[src/rtl/snes_pad_reader_if.sv]
// Bundle of the pad-side GPIO lines and the mmio-side status words.
// master = the pad reader; slave = the pads/mmio side of the connection.
interface snes_pad_reader_if;
    logic        pad_data1;
    logic        pad_data2;
    logic        pad_latch;
    logic        pad_clk;
    logic [15:0] p1_buttons;
    logic [15:0] p2_buttons;
    logic [15:0] p1_edges;
    logic [15:0] p2_edges;
    logic        edge_clr;
    logic        frame_done;

    modport master (
        input  pad_data1,
        input  pad_data2,
        input  edge_clr,
        output pad_latch,
        output pad_clk,
        output p1_buttons,
        output p2_buttons,
        output p1_edges,
        output p2_edges,
        output frame_done
    );

    modport slave (
        output pad_data1,
        output pad_data2,
        output edge_clr,
        input  pad_latch,
        input  pad_clk,
        input  p1_buttons,
        input  p2_buttons,
        input  p1_edges,
        input  p2_edges,
        input  frame_done
    );
endinterface

[src/rtl/snes_pad_reader.sv]
// Free-running poller for two SNES pads: latch, shift 16 bits per pad, then
// commit debounced active-high button words and sticky newly-pressed edges.
module snes_pad_reader #(
    parameter int unsigned TICK_DIV = 300,
    parameter int unsigned POLL_DIV = 833000
) (
    input  logic               clock,
    input  logic               reset,
    snes_pad_reader_if.master  bus
);

    localparam int unsigned LATCH_LEN = 2 * TICK_DIV;
    localparam int unsigned CNT_MAX   = (POLL_DIV > LATCH_LEN) ? POLL_DIV : LATCH_LEN;
    localparam int unsigned CW        = $clog2(CNT_MAX + 1);

    typedef enum logic [1:0] {
        IDLE,
        LATCH,
        SHIFT,
        DONE
    } state_t;

    state_t          state;
    state_t          state_n;
    logic [CW-1:0]   cnt;
    logic [CW-1:0]   cnt_n;
    logic [3:0]      bit_idx;
    logic [3:0]      bit_idx_n;
    logic            high;
    logic            high_n;
    logic            capture;
    logic            latch_n;
    logic            clk_n;

    logic [1:0]      sync1;
    logic [1:0]      sync2;
    logic [15:0]     raw1;
    logic [15:0]     raw2;
    logic [15:0]     prev1;
    logic [15:0]     prev2;
    logic [15:0]     new1;
    logic [15:0]     new2;
    logic            commit1;
    logic            commit2;

    // State register
    always_ff @(posedge clock) begin
        if (reset) begin
            state   <= IDLE;
            cnt     <= '0;
            bit_idx <= '0;
            high    <= 1'b1;
        end else begin
            state   <= state_n;
            cnt     <= cnt_n;
            bit_idx <= bit_idx_n;
            high    <= high_n;
        end
    end

    // Next-state logic; each state's dwell is measured by cnt counting from 0
    always_comb begin
        state_n   = state;
        cnt_n     = cnt + CW'(1);
        bit_idx_n = bit_idx;
        high_n    = high;
        capture   = 1'b0;
        case (state)
            IDLE: begin
                if (cnt == CW'(POLL_DIV - 1)) begin
                    state_n = LATCH;
                    cnt_n   = '0;
                end
            end
            LATCH: begin
                if (cnt == CW'(LATCH_LEN - 1)) begin
                    state_n   = SHIFT;
                    cnt_n     = '0;
                    bit_idx_n = '0;
                    high_n    = 1'b0;
                end
            end
            SHIFT: begin
                if (cnt == CW'(TICK_DIV - 1)) begin
                    cnt_n = '0;
                    if (!high) begin
                        high_n  = 1'b1;
                        capture = 1'b1;
                    end else if (bit_idx == 4'd15) begin
                        state_n = DONE;
                    end else begin
                        bit_idx_n = bit_idx + 4'd1;
                        high_n    = 1'b0;
                    end
                end
            end
            DONE: begin
                state_n = IDLE;
                cnt_n   = '0;
            end
            default: begin
                state_n = IDLE;
                cnt_n   = '0;
            end
        endcase
    end

    // Pad outputs are decoded from the next state so the registered pins
    // line up with the state they belong to.
    always_comb begin
        latch_n = (state_n == LATCH);
        clk_n   = !((state_n == SHIFT) && !high_n);
    end

    always_ff @(posedge clock) begin
        if (reset) begin
            bus.pad_latch <= 1'b0;
            bus.pad_clk   <= 1'b1;
        end else begin
            bus.pad_latch <= latch_n;
            bus.pad_clk   <= clk_n;
        end
    end

    assign new1    = ~raw1;
    assign new2    = ~raw2;
    assign commit1 = (state == DONE) && (new1 == prev1);
    assign commit2 = (state == DONE) && (new2 == prev2);

    always_ff @(posedge clock) begin
        if (reset) begin
            sync1          <= '1;
            sync2          <= '1;
            raw1           <= '1;
            raw2           <= '1;
            prev1          <= '0;
            prev2          <= '0;
            bus.p1_buttons <= '0;
            bus.p2_buttons <= '0;
            bus.p1_edges   <= '0;
            bus.p2_edges   <= '0;
            bus.frame_done <= 1'b0;
        end else begin
            sync1 <= {sync1[0], bus.pad_data1};
            sync2 <= {sync2[0], bus.pad_data2};

            if (capture) begin
                raw1[bit_idx] <= sync1[1];
                raw2[bit_idx] <= sync2[1];
            end

            if (state == DONE) begin
                prev1 <= new1;
                prev2 <= new2;
            end

            // Clear first, then OR in fresh presses so a colliding clear keeps them
            bus.p1_edges <= (bus.edge_clr ? '0 : bus.p1_edges)
                          | (commit1 ? (new1 & ~bus.p1_buttons) : '0);
            bus.p2_edges <= (bus.edge_clr ? '0 : bus.p2_edges)
                          | (commit2 ? (new2 & ~bus.p2_buttons) : '0);

            if (commit1) bus.p1_buttons <= new1;
            if (commit2) bus.p2_buttons <= new2;

            bus.frame_done <= (state == DONE);
        end
    end

endmodule

[src/flat_wrapper.sv]
// flat-port wrapper written by rule: the top's interface ports become plain ports
module snes_pad_reader_flat 
#(
    parameter int unsigned TICK_DIV = 300,
    parameter int unsigned POLL_DIV = 833000
)
  (clock, reset, bus_pad_data1, bus_pad_data2, bus_edge_clr, bus_pad_latch, bus_pad_clk, bus_p1_buttons, bus_p2_buttons, bus_p1_edges, bus_p2_edges, bus_frame_done);
  snes_pad_reader_if bus_i ();
  input  logic clock;
  input  logic reset;
  input wire logic [$bits(bus_i.pad_data1)-1:0] bus_pad_data1;
  input wire logic [$bits(bus_i.pad_data2)-1:0] bus_pad_data2;
  input wire logic [$bits(bus_i.edge_clr)-1:0] bus_edge_clr;
  output wire logic [$bits(bus_i.pad_latch)-1:0] bus_pad_latch;
  output wire logic [$bits(bus_i.pad_clk)-1:0] bus_pad_clk;
  output wire logic [$bits(bus_i.p1_buttons)-1:0] bus_p1_buttons;
  output wire logic [$bits(bus_i.p2_buttons)-1:0] bus_p2_buttons;
  output wire logic [$bits(bus_i.p1_edges)-1:0] bus_p1_edges;
  output wire logic [$bits(bus_i.p2_edges)-1:0] bus_p2_edges;
  output wire logic [$bits(bus_i.frame_done)-1:0] bus_frame_done;
  assign bus_i.pad_data1 = bus_pad_data1;
  assign bus_i.pad_data2 = bus_pad_data2;
  assign bus_i.edge_clr = bus_edge_clr;
  assign bus_pad_latch = bus_i.pad_latch;
  assign bus_pad_clk = bus_i.pad_clk;
  assign bus_p1_buttons = bus_i.p1_buttons;
  assign bus_p2_buttons = bus_i.p2_buttons;
  assign bus_p1_edges = bus_i.p1_edges;
  assign bus_p2_edges = bus_i.p2_edges;
  assign bus_frame_done = bus_i.frame_done;
  snes_pad_reader #(.TICK_DIV(TICK_DIV), .POLL_DIV(POLL_DIV)) u_core (.clock(clock), .reset(reset), .bus(bus_i));
endmodule
[config.mk]
export PLATFORM = sky130hd
export DESIGN_NAME = snes_pad_reader_flat
export DESIGN_NICKNAME = d
export VERILOG_FILES = /design/src/rtl/snes_pad_reader_if.sv /design/src/rtl/snes_pad_reader.sv /design/src/flat_wrapper.sv
export SDC_FILE = /design/constraint.sdc
export NUM_CORES = 1
export LEC_CHECK = 0
export ABC_AREA = 0
export ABC_CLOCK_PERIOD_IN_PS = 3410
export CORE_ASPECT_RATIO = 1.75
export CORE_MARGIN = 3
export CORE_UTILIZATION = 50
export CTS_CLUSTER_DIAMETER = 120
export DETAILED_ROUTE_END_ITERATION = 8
export GPL_TIMING_DRIVEN = 1
export PLACE_DENSITY = 0.72
export SYNTH_ARGS = -nofsm -noshare
export SYNTH_HDL_FRONTEND = slang
export SYNTH_SLANG_ARGS = --single-unit
[constraint.sdc]
create_clock -name clock -period 3.41 [get_ports clock]
set_input_delay 0.8525 -clock clock [delete_from_list [all_inputs] [get_ports clock]]
set_output_delay 0.8525 -clock clock [all_outputs]
set_load 0.01 [all_outputs]
* After elaboration in Yosys (flattened, before gate mapping)
Index checks and enable logic that the tools add are counted.
** Word-level totals
- Flip-flop bits (word level) :: 162
- Bits of input ports :: 5
- Output and inout port bits :: 67
- Word-level logic and storage cells :: 84
** Cells by class
- $add $sub $neg :: 2
- Order comparisons :: 2
- Equality and inequality tests :: 15
- Multiplexer cells :: 31
- Bitwise logic cells :: 8
- Reduce and logical (&&, ||, !) cells :: 9
** Operator list (number)
- 20-bit one-hot mux with 4 select lines :: 1
- 16-bit 2-to-1 mux :: 4
- 16-bit inverter :: 4
- 20-bit 2-to-1 mux :: 3
- 16-bit AND :: 2
- 16-bit bitwise mux :: 2
- 16-bit equality test :: 2
- 16-bit bitwise OR :: 2
- 20-bit by 1-bit adder with 20-bit output, second input constant :: 1
- 20-bit by 10-bit equality test with 1-bit output, second input constant :: 1
- 20-bit equality test, second input constant :: 1
- 20-bit by 9-bit equality test with 1-bit output, second input constant :: 1
- 4-bit 2-to-1 mux :: 4
- 2-bit 2-to-1 mux :: 5
- 1-bit 2-to-1 mux :: 8
- 2-bit one-hot mux with 4 select lines :: 1
- 4-bit one-hot mux with 2 select lines :: 1
- 2-bit equality test, second input constant :: 3
- 2-bit by 1-bit != test with 1-bit output, second input constant :: 3
- 4-bit by 5-bit < comparator with 1-bit output, second input constant :: 1
- 5-bit AND reduction :: 1
- 4-bit by 1-bit adder with 4-bit output, second input constant :: 1
- 1-bit demux with 4-bit select :: 1
- 2-bit by 1-bit equality test with 1-bit output, second input constant :: 2
- 8 further kinds :: 12

* Depth between registers and ports, before layout
Gate-level depths: netlist of run 1.
- Depth after elaboration :: 8
- Mapped depth :: 8
- Gate-level depth less buffers :: 7

* Worst setup path after synthesis of run 1
No wires, ideal clock.
- Path type :: register to register
- Start :: register u_core.cnt[12]
- End :: register u_core.raw1[12]
- Data arrival time :: 2.305 ns
- Data required time :: 3.290 ns
- Path slack :: 0.985 ns
- Stages on the path, launching flop included :: 7
- Buffers on the path :: 1
- Cell sequence :: dfxtp_1 > or4_4 > or4_1 > buf_2 > nor4_4 > nand3_2 > a211o_1
** Between the ends
- Longest elaborated chain between the ends :: 3
** Ends and longest elaborated chain
- from (decl) :: line snes_pad_reader.sv:25 : logic [CW-1:0] cnt;
- from (signal assigned) :: line snes_pad_reader.sv:55 : cnt <= cnt_n;
- 20-bit by 9-bit equality test with 1-bit output :: line snes_pad_reader.sv:84 : if (cnt == CW'(TICK_DIV - 1)) begin
- 1-bit 2-to-1 mux :: line snes_pad_reader.sv:84
- 1-bit 2-to-1 mux :: line snes_pad_reader.sv:68 : case (state)
- to (signal, indexed assignment) :: line snes_pad_reader.sv:148 : raw1[bit_idx] <= sync1[1];
- to (decl) :: line snes_pad_reader.sv:37 : logic [15:0] raw1;
No other way between the ends.
A chain may end at the register's enable or synchronous reset.

* Final worst setup path of run 1
- Start :: register u_core.cnt[12]
- End :: register u_core.raw1[5]
The elaborated chain is that of the path after synthesis.

==> metrics.txt, run 1 <==
status=finished, final reports clean; hold crit path type=flip-flop to flip-flop; I/O pin count=72; max cap viols=0; sw frac=20.3%; die footprint=15000 µm²; Crit path max-delay family=simple AND/OR/NAND/NOR gates; worst endpoint data arrival time=3.06 ns; Vias/cell=5.66; Worst setup SP type=flip-flop; RSZ-0062 raised after global routing=false; Yosys top cell by area=dfxtp_1; combinational share of power=1.3%; Antenna diodes=0; first-pass GRT wire length=27800 µm; Commonest cells post-synth=dfxtp_1, nor2_1, mux2i_1, nand3_1, nand2_1; total power=3.97 mW; CTS tree=yes; Area Growth Syn to Fin=22.2%; Slowest cell on crit path=or4_1; initial antenna violation count=0; largest net degree at the start of global routing=40; static leakage power=3.26 nW; Rows=55; sequential share of the synthesized area=47.8%; Syn. warnings=0; H-Tree Depth=4; vias in the first global route=5769; Buffers on Ports=71; share of the synthesized area in the top cell type=47.8%; EDFF count, synth=0; synthesized area per cell=9.11 µm²; Seq pwr share=48.0%; Yosys cell types=56; Worst-Skew Late Latency=0.42 ns; First-pass DRT Iterations=6; most numerous cell in the Yosys netlist=dfxtp_1; #FFs+latches synth=162; Final Cycle Share=79.7%; main flop type after synthesis=dfxtp_1; Initial DRC Count=372; Mapped Nets=758; Nets=822; Sinks on Clock Net=162; worst-margin pin slew=0.803 ns; Vias=5610; critical setup path kind=flip-flop to flip-flop; proportion of layout cells with a drive suffix above 1=7.93%; setup_tns=0 ns; synthesized area=6780 µm²; CP cell instances=or4_4 -> or4_1 -> nor4_4 -> and3_2 -> mux2i_1; worst reg2reg setup slack=0.69 ns; Initial Util=51.9%; crit path time final=2.72 ns; clock slew at reported path FFs=0.06 ns; Post-CTS Setup Repair Bufs=0; WL per Instance=16.9 µm; PwrDens=479 nW/µm²; ys async rst share=0%; gr ovfl total=0; aggregate global-route resource usage=23.0%; CTS buffer count=17; count of final hold-check violations=0; max-slew violations=0; core area=13100 µm²; Synth area leaders=dfxtp_1, mux2i_1, nor2_1; DRC=0; relative slew slack=46.4%; fill count=1143; Buf+Inv Stages, Crit Path=0; placer's final routability congestion estimate=0.901; Max IR drop VDD=0.426 mV; Psw=0.803 mW; Die Span X=94.0 µm; final setup vio count=0; CP max FO=10; post-route ant nets=0; Syn Inst Count=744; Die Y=160 µm; Root Driver=clkbuf_16; Power Internal=3.16 mW; CTS hold repair buffers=0; post-CTS sizing=0; Clock Tree Buf Depth=2; Clock power frac=50.7%; clock skew=0.00941 ns; CP required=3.75 ns; max incr delay on CP=0.68 ns; DRT Wirelength=16800 µm; Critical Path End Type=flip-flop; Fmax=0.368 GHz; DP HPWL=12400 µm
[power groups by stage]
stage | clock, mW | sequential [mW] | combinational, mW
2_1_floorplan | 0 | 1.94 | 0.0379
3_3_place_gp | 0 | 1.95 | 0.0521
3_5_place_dp | 0 | 1.95 | 0.0530
4_1_cts | 2.04 | 1.90 | 0.0532
5_1_grt | 2.13 | 1.90 | 0.0593
6_report | 2.01 | 1.90 | 0.0534
[final timing paths]
kind	startpoint	to	depth (start not counted)
worst max-delay path	u_core.cnt[12]	u_core.raw1[5]	5
worst min-delay path	u_core.sync2[0]	u_core.sync2[1]	1
worst max register to register	u_core.cnt[12]	u_core.raw1[5]	5
worst min register to register	u_core.sync2[0]	u_core.sync2[1]	1
[state kept, by name, indices dropped and copies added, names as in the netlist]
signal and cells:
u_core.bus.p1_buttons 16, u_core.raw1 16, u_core.bus.p2_edges 16, u_core.prev1 16
u_core.bit_idx 4, u_core.sync2 2, u_core.bus.pad_clk 1, u_core.bus.p1_edges 16
u_core.state 2, u_core.sync1 2, u_core.prev2 16, u_core.bus.frame_done 1
u_core.cnt 20, u_core.bus.p2_buttons 16, u_core.high 1, u_core.bus.pad_latch 1
u_core.raw2 16
[through the flow]
step / util, % / setup WS [ns] / instance area (µm²) / instances / hold WS, ns
finish: 63.4 / 0.693 / 8280 / 991 / 0.412
global route: 63.4 / 0.609 / 8280 / 991 / 0.423
floorplan: - / 0.985 / 6780 / 744 / 0.389
global placement: 58.6 / 0.798 / 7660 / 960 / 0.396
CTS: 63.4 / 0.729 / 8280 / 991 / 0.416
detailed placement: 58.6 / 0.762 / 7660 / 960 / 0.399
[logic make-up after synthesis]
family          synth area share, %
xor+xnor                       6.46
buf+inv                        4.43
simple gates                   18.9
compound gates                 12.5
flops                          47.8
fa+ha+maj                      1.66
mux                            8.27
[cells in the final DEF (no fill, tap or decap), types with 15 or more instances in the layout]
master             n
xnor2_1           22
nor2_1            92
o31ai_1           17
clkbuf_16         17
nand2_1           46
xor2_1            28
inv_1             37
a21oi_1           39
dfxtp_1          162
buf_4             15
clkdlybuf4s50_1   70
mux2i_1           56
nand3_1           51
a22o_1            16
o21ai_0           29
[worst register-to-register path: cells and delay by family, from the launching register on]
kind / cells / cell delay, ns
multiplexers: 1 / 0.19
flip-flops: 1 / 0.36
AND/OR/NAND/NOR: 4 / 2.10
[layer usage]
metal / GRT usage, % / vias to the layer above / part of all wire (%)
met5: 0 / - / 0
met4: 11.6 / 0 / 4.1
met3: 4.24 / 51 / 2.7
met2: 42.4 / 130 / 55
met1: 24.1 / 2712 / 38
li1: - / 2717 / -
[layout make-up]
class                      count  area (µm²)  area share (%)
timing repair buffer          86         818            9.88
inverter                      38         143            1.72
sequential                   162        3240            39.1
clock buffer                  20         447            5.39
clock inverter                11         178            2.14
multi-input combinational    503        3240            39.1
tap                          171         214            2.58
Power figures use the tool's default switching activity.
==> inputs of run 2 (changes only) <==
ABC_CLOCK_PERIOD_IN_PS = 2400   (was 3410)
PLACE_DENSITY = 0.75   (was 0.72)
clock period = 2.4 ns   (was 3.41 ns; I/O delays follow)
==> metrics.txt, run 2 (synthesis gave the netlist of run 1 again) <==
status=finished, final reports clean (unchanged); placed cells=981 (was 960); proportion of layout cells with a drive suffix above 1=10.6% (was 7.93%); Die Span X=94.0 µm (unchanged); Min-Delay Startpoint=u_core.sync1[0] (was u_core.sync2[0]); CTS hold repair buffers=0 (unchanged); Biggest register=u_core.cnt (unchanged); end of the worst hold path=u_core.sync1[1] (was u_core.sync2[1]); Reg2Reg Launch Point=u_core.cnt[12] (unchanged); Die Y=160 µm (unchanged); Clock Tree Buf Depth=2 (unchanged); CP cell instances=or4_4 -> nor4_2 -> buf_4 -> a31oi_1 -> a41oi_1 -> o2111ai_1 (was or4_4 -> or4_1 -> nor4_4 -> and3_2 -> mux2i_1); Sinks on Clock Net=162 (unchanged); largest net degree at the start of global routing=37 (was 40); worst-margin pin slew=0.646 ns (was 0.803 ns); DRT Wirelength=17000 µm (was 16800 µm); Final Cycle Share=94.4% (was 79.7%); number of flip-flops in the largest register=20 (unchanged); Reg2Reg Capture Point=u_core.bus.pad_clk (was u_core.raw1[5]); Place WS=-0.135 ns (was 0.762 ns); commonest non-fill, non-tap cell in the layout=dfxtp_1 (unchanged); Vias/cell=5.71 (was 5.66); H-Tree Depth=4 (unchanged); hold crit path type=flip-flop to flip-flop (unchanged); non-filler instance count after layout=1009 (was 991); First-pass DRT Iterations=5 (was 6); Clock power frac=50.7% (about the same); worst endpoint data arrival time=2.54 ns (was 3.06 ns); placer's final routability congestion estimate=0.910 (was 0.901); first-pass GRT wire length=28700 µm (was 27800 µm); Psw=1.10 mW (was 0.803 mW); worst reg2reg setup slack=0.13 ns (was 0.69 ns); WL per Instance=16.8 µm (was 16.9 µm); sw frac=19.5% (was 20.3%); Vias=5757 (was 5610); aggregate global-route resource usage=23.7% (was 23.0%); Worst R2R Path Depth=6 (was 5); post-route ant nets=0 (unchanged); most frequent cells in the layout=dfxtp_1, nor2_1, clkdlybuf4s50_1 (unchanged); count of final hold-check violations=0 (unchanged); final worst slack=0.133 ns (was 0.693 ns); Worst Hold Depth=1 (unchanged); Initial DRC Count=383 (was 372); core area=13100 µm² (unchanged); CTS tree=yes (unchanged); setup_tns=0 ns (unchanged); max incr delay on CP=0.54 ns (was 0.68 ns); Worst-Skew Late Latency=0.42 ns (about the same); Root Driver=clkbuf_16 (unchanged); combinational share of power=1.4% (was 1.3%); CTS buffer count=17 (unchanged); crit path time final=2.27 ns (was 2.72 ns); Rows=55 (unchanged); RSZ-0062 raised after global routing=false (unchanged); Antenna diodes=0 (unchanged); CP max FO=13 (was 10); CP required=2.67 ns (was 3.75 ns); Initial Util=51.9% (unchanged); relative slew slack=56.6% (was 46.4%); clock slew at reported path FFs=0.06 ns (about the same); critical setup path kind=flip-flop to flip-flop (unchanged); DP HPWL=12500 µm (was 12400 µm); Seq pwr share=47.9% (was 48.0%); I/O pin count=72 (unchanged); Max IR drop VDD=0.481 mV (was 0.426 mV); gr ovfl total=0 (unchanged); Power Internal=4.54 mW (was 3.16 mW); die footprint=15000 µm² (unchanged); static leakage power=3.37 nW (was 3.26 nW); Post-CTS Setup Repair Bufs=0 (unchanged); Critical Path End Type=flip-flop (unchanged); vias in the first global route=5892 (was 5769); Buffers on Ports=71 (unchanged); DRC=0 (unchanged); max-slew violations=0 (unchanged); Nets=843 (was 822); clock skew=0.00804 ns (was 0.00941 ns); initial antenna violation count=0 (unchanged); Area Growth Syn to Fin=25.1% (was 22.2%); Worst setup SP type=flip-flop (unchanged); Slowest cell on crit path=or4_4 (was or4_1); max cap viols=0 (unchanged); final setup vio count=0 (unchanged); PwrDens=666 nW/µm² (was 479 nW/µm²); Fmax=0.441 GHz (was 0.368 GHz)
## run 2: worst max-delay path by stage
| stage | start | endpoint |
|---|---|---|
| finish | u_core.cnt[12] | u_core.bus.pad_clk |
| global route | u_core.state[1] | u_core.raw2[2] |
| CTS | u_core.cnt[12] | u_core.bus.pad_clk |
| detailed placement | u_core.cnt[12] | u_core.bus.pad_clk |
| global placement | u_core.cnt[12] | u_core.raw2[12] |
| floorplan | u_core.cnt[12] | u_core.raw1[12] |
## run 2: timing repair
item,CTS,global route
endpoints found under the setup margin,27,24
gates resized for setup,2,5
endpoints found under the hold margin,0,0
pin swaps,0,1
## run 2: per-layer routing
metal	vias up	share of wire (%)	track usage [%]
li1	2768	-	-
met4	0	4.6	12.4
met3	57	3.2	3.44
met2	177	55	44.5
met1	2755	37	24.6
met5	-	0	0
## run 2: layout make-up
type,count,area [µm²]
clock buffers,18,429
clock inverters,10,186
fillers,1087,4590
inverters,38,143
multi-input cells,503,3270
flip-flops and latches,162,3240
well taps,171,214
repair buffers,107,992
## run 2: power by group through the flow
stage | Combinational (mW) | Sequential (mW) | Clock [mW]
after floorplan | 0.0538 | 2.76 | 0
after global placement | 0.0744 | 2.76 | 0
after detailed placement | 0.0772 | 2.76 | 0
after CTS | 0.0774 | 2.70 | 2.89
after global routing | 0.0861 | 2.70 | 2.99
final | 0.0774 | 2.70 | 2.86
## run 2: stage by stage
step	utilization (%)	hold slack (ns)	power (mW)	area [µm²]
global placement	59.9	0.399	2.84	7830
CTS	64.7	0.408	5.68	8460
detailed placement	59.9	0.395	2.84	7830
finish	64.9	0.406	5.64	8480
floorplan	-	0.389	2.81	6780
global route	64.9	0.421	5.78	8480
## run 2: critical path, delay by kind of cell, from the launching register on
| family | cells | cell delay, ns |
|---|---|---|
| AOI/OAI and AO/OA | 3 | 0.51 |
| buffers and inverters | 1 | 0.29 |
| DFF | 1 | 0.31 |
| and+or+nand+nor | 2 | 1.02 |
==> inputs of run 3 (changes only) <==
CORE_UTILIZATION = 51   (was 50)
PLACE_DENSITY = 0.76   (was 0.75)
==> metrics.txt, run 3 (synthesis gave the netlist of run 1 again) <==
CTS hold repair buffers=0 (unchanged); CP most frequent cell=or4_4; Worst-Skew Late Latency=0.42 ns (about the same); CP cell instances=or4_4 -> or4_4 -> nor4_4 -> buf_4 -> nand3_2 -> a211o_1 (was or4_4 -> nor4_2 -> buf_4 -> a31oi_1 -> a41oi_1 -> o2111ai_1); Max IR drop VDD=0.645 mV (was 0.481 mV); critical setup path kind=flip-flop to flip-flop (unchanged); first-pass GRT wire length=28400 µm (was 28700 µm); DRT Wirelength=17200 µm (was 17000 µm); Fmax=0.432 GHz (was 0.441 GHz); Die Y=159 µm (was 160 µm); Worst setup SP type=flip-flop (unchanged); max incr delay on CP=0.60 ns (was 0.54 ns); commonest non-fill, non-tap cell in the layout=dfxtp_1 (unchanged); PwrDens=649 nW/µm² (was 666 nW/µm²); Nets=846 (was 843); gr ovfl total=0 (unchanged); relative slew slack=56.2% (was 56.6%); largest net degree at the start of global routing=44 (was 37); I/O pin count=72 (unchanged); Post-DP Area=7870 µm² (was 7830 µm²); CTS buffer count=17 (unchanged); Crit. Startpoint=u_core.cnt[12] (unchanged); Slowest cell on crit path=or4_4 (unchanged); CTS tree=yes (unchanged); static leakage power=3.38 nW (was 3.37 nW); number of flip-flops in the largest register=20 (unchanged); Sinks on Clock Net=162 (unchanged); die footprint=14800 µm² (was 15000 µm²); First-pass DRT Iterations=5 (unchanged); RSZ-0062 raised after global routing=true (was false); Worst Hold Depth=1 (unchanged); H-Tree Depth=4 (unchanged); proportion of layout cells with a drive suffix above 1=11.2% (was 10.6%); end of the worst hold path=u_core.sync2[1] (was u_core.sync1[1]); clock skew=0.00814 ns (was 0.00804 ns); final setup vio count=0 (unchanged); initial antenna violation count=0 (unchanged); Rows=55 (unchanged); Min-Delay Startpoint=u_core.sync2[0] (was u_core.sync1[0]); Area Growth Syn to Fin=25.2% (was 25.1%); placed cells=984 (was 981); max cap viols=0 (unchanged); Worst R2R Path Depth=6 (unchanged); crit path time final=2.31 ns (was 2.27 ns); status=finished, final reports clean (unchanged); Initial DRC Count=320 (was 383); max-slew violations=0 (unchanged); placer's final routability congestion estimate=0.867 (was 0.910); count of final hold-check violations=0 (unchanged); Reg2Reg Capture Point=u_core.raw2[12] (was u_core.bus.pad_clk); Vias/cell=5.69 (was 5.71); Final Cycle Share=96.4% (was 94.4%); Buf+Inv Stages, Crit Path=1 (unchanged); non-filler instance count after layout=1016 (was 1009); fill count=1046 (was 1087); Crit path max-delay family=simple AND/OR/NAND/NOR gates (unchanged); CP max FO=10 (was 13); Vias=5778 (was 5757); Reg2Reg Launch Point=u_core.cnt[12] (unchanged); Root Driver=clkbuf_16 (unchanged); WL per Instance=16.9 µm (was 16.8 µm); vias in the first global route=6018 (was 5892); Die Span X=93.2 µm (was 94.0 µm); post-route ant nets=0 (unchanged); Initial Util=52.1% (was 51.9%); aggregate global-route resource usage=24.2% (was 23.7%); DRC=0 (unchanged); Buffers on Ports=71 (unchanged); Clock Tree Buf Depth=2 (unchanged); Biggest register=u_core.cnt (unchanged); hold crit path type=flip-flop to flip-flop (unchanged); clock slew at reported path FFs=0.06 ns (about the same); Design Area, Final=8490 µm² (was 8480 µm²); worst-margin pin slew=0.653 ns (was 0.646 ns); most frequent cells in the layout=dfxtp_1, nor2_1, clkdlybuf4s50_1 (unchanged); DP HPWL=12900 µm (was 12500 µm); core area=13000 µm² (was 13100 µm²); Critical Path End Type=flip-flop (unchanged); Antenna diodes=0 (unchanged); worst endpoint data arrival time=2.62 ns (was 2.54 ns); CP required=2.71 ns (was 2.67 ns); worst reg2reg setup slack=0.09 ns (was 0.13 ns)
-- run 3: cell type report --
cell class / instances / area [µm²] / share of cell area, %
clock inverter: 15 / 175 / 2.06
inverter: 38 / 143 / 1.68
tap: 171 / 214 / 2.52
clock buffer: 17 / 425 / 5.01
timing repair buffer: 110 / 1020 / 12.1
sequential: 162 / 3240 / 38.2
multi-input combinational: 503 / 3260 / 38.4
-- run 3: per-stage QoR --
| step | worst slack [ns] | power (mW) | util (%) | hold slack (ns) | TNS (ns) |
|---|---|---|---|---|---|
| finish | 0.0868 | 5.51 | 65.2 | 0.409 | 0 |
| global placement | 0.0103 | 2.84 | 60.5 | 0.396 | 0 |
| detailed placement | -0.0686 | 2.84 | 60.5 | 0.398 | -0.0848 |
| CTS | 0.0455 | 5.55 | 65.1 | 0.412 | 0 |
| global route | -0.0627 | 5.66 | 65.2 | 0.432 | -0.257 |
| floorplan | 0.0498 | 2.81 | - | 0.389 | 0 |
-- run 3: worst max path at each step --
stage / end / slack (ns) / cells past startpoint
final: u_core.raw2[12] / 0.09 / 6
after global routing: u_core.raw2[3] / -0.06 / 7
after CTS: u_core.raw1[3] / 0.05 / 7
after detailed placement: u_core.bus.pad_clk / -0.07 / 5
after global placement: u_core.raw1[12] / 0.01 / 6
after floorplan: u_core.raw1[12] / 0.05 / 6
-- run 3: routing by layer --
metal / vias to the layer above / wire (µm) / part of all wire (%) / global-route usage [%]
met5: - / 0 / 0 / 0
met4: 0 / 785 / 4.6 / 13.5
met3: 52 / 662 / 3.9 / 4.21
met2: 181 / 9600 / 56 / 46.0
met1: 2768 / 6130 / 36 / 24.7
li1: 2777 / - / - / -
-- run 3: power by group --
part	switching (mW)	internal, mW
Clock	1.16	1.57
Combinational	0.0548	0.0237
Sequential	0.00844	2.70
Total	1.23	4.29
-- run 3: timing repair --
action                                  in CTS  in global routing
resized for setup                            1                  3
endpoints found under the setup margin       5                 14
setup buffers                                0                  0
==> RTL change (settings of run 1) <==
`POLL_DIV` is set to 833000 in 2 places; all go to 1666000.
--- a/src/rtl/snes_pad_reader.sv
+++ b/src/rtl/snes_pad_reader.sv
@@ -4,3 +4,3 @@
     parameter int unsigned TICK_DIV = 300,
-    parameter int unsigned POLL_DIV = 833000
+    parameter int unsigned POLL_DIV = 1666000
 ) (
--- a/src/flat_wrapper.sv
+++ b/src/flat_wrapper.sv
@@ -4,3 +4,3 @@
     parameter int unsigned TICK_DIV = 300,
-    parameter int unsigned POLL_DIV = 833000
+    parameter int unsigned POLL_DIV = 1666000
 )
Formal check against the unedited RTL: same outputs for any inputs over 10 cycles, from zero or initial values and one cycle with reset high; that may be too few to reach the edited logic, so the function may still have changed.
==> RTL change against run 1 <==
Power down 2.1%; sequential cell count up 1; area after synthesis grew 3.1%; critical path depth up 1; combinational power up 0.7%; core utilization is 1.6 points lower; first-iteration DRC count fell by 3.2%; wire length grew 0.11%; cell area increased by 0.74%; die area increased by 3.0%; count of clock-buffer cells in the layout fell by 1; worst setup slack improved by 0.13 ns; critical endpoint is now u_core.cnt[2]; largest power group is now registers.
==> RTL change: results (changes against run 1) <==
\begin{tabular}{lr}
\hline
Metric & Value \\
\hline
\multicolumn{2}{l}{\textbf{Run status}} \\
Result of the run & finished, final reports clean \\
\multicolumn{2}{l}{\textbf{Synthesis}} \\
Post-synth net total & 787 (+3.8\%) \\
Sequential element share of the synthesized area & 46.7\% (-1.2 points) \\
Post-Syn Instances & 772 (+3.8\%) \\
Cell types with the highest counts after synthesis & 163 x dfxtp\_1, 79 x nand2\_1, 68 x nor2\_1, 55 x mux2i\_1, 43 x nand3\_1 \\
\multicolumn{2}{l}{\textbf{Place}} \\
RePlAce Congestion & 0.945 (+4.9\%) \\
Cell area after placement & 7750 sq um (+1.2\%) \\
Final HPWL DP & 11,800 microns (-4.3\%) \\
\multicolumn{2}{l}{\textbf{STA}} \\
Final Hold Slack & 0.411 ns (-0.00158 ns) \\
Clk\_skew & 0.00861 ns (-0.000805 ns) \\
Part of the cycle the worst path needs & 76.0\% (-3.7 points) \\
\multicolumn{2}{l}{\textbf{Pwr}} \\
Leakage power & 3.24 nW (-0.66\%) \\
Share of total power in sequential cells & 49.3\% (+1.3 points) \\
Peak supply drop & 376 uV (-12\%) \\
\multicolumn{2}{l}{\textbf{Setup path}} \\
Data arrival time of the worst path & 2.86 ns (-0.20 ns) \\
Worst-path maximum fanout & 21 (+11) \\
Beginning of the critical path & u\_core.cnt[0] \\
\multicolumn{2}{l}{\textbf{Final layout}} \\
Filler cells & 1,155 (+1.0\%) \\
Fraction of layout cells with a size suffix above 1 & 7.54\% (-0.38 points) \\
Max reg flops & 21 (+5.0\%) \\
Number of nets in the layout & 837 (+1.8\%) \\
\multicolumn{2}{l}{\textbf{Drt}} \\
First drt pass iteration count & 4 (-2) \\
Routed vias/inst & 5.70 (+0.72\%) \\
Routed length per placed instance & 16.6 microns (-1.7\%) \\
\multicolumn{2}{l}{\textbf{GRT}} \\
Via count of the first global-routing pass & 5,669 (-1.7\%) \\
Global-route wire length before repair & 27,600 microns (-0.75\%) \\
Pin count of the biggest net entering global routing & 74 (+85\%) \\
\hline
\end{tabular}
## RTL change: changes by cell type in the layout (fill, tap and decap cells not counted), sizes merged, moves of 6 or more
| cell | change |
|---|---|
| nand4 | +14 |
| nand2 | +33 |
| nand3 | -7 |
| xor2 | -11 |
| a22o | -15 |
| xnor2 | +12 |
| o31ai | +16 |
| a21oi | -6 |
| nor3 | +6 |
| nor2 | -25 |
## RTL change: area by class of cell
class                   count  area share (%)
well taps                 174            2.61
multi-input cells         525            40.3
repair buffers             81            9.36
clock inverters            13            1.80
clock buffers              19            5.31
flip-flops and latches    163            39.1
inverters                  34            1.53
## RTL change: worst paths after layout
path,end,cells past startpoint
min reg2reg,u_core.sync1[1],1
max,u_core.cnt[2],6
min,u_core.sync1[1],1
max reg2reg,u_core.cnt[2],6
## RTL change: routing by layer
layer	GRT usage (%)	share of wire, %
met5	0	0
met4	9.84	3.2
met3	4.16	3.7
met2	40.9	54
met1	24.5	39
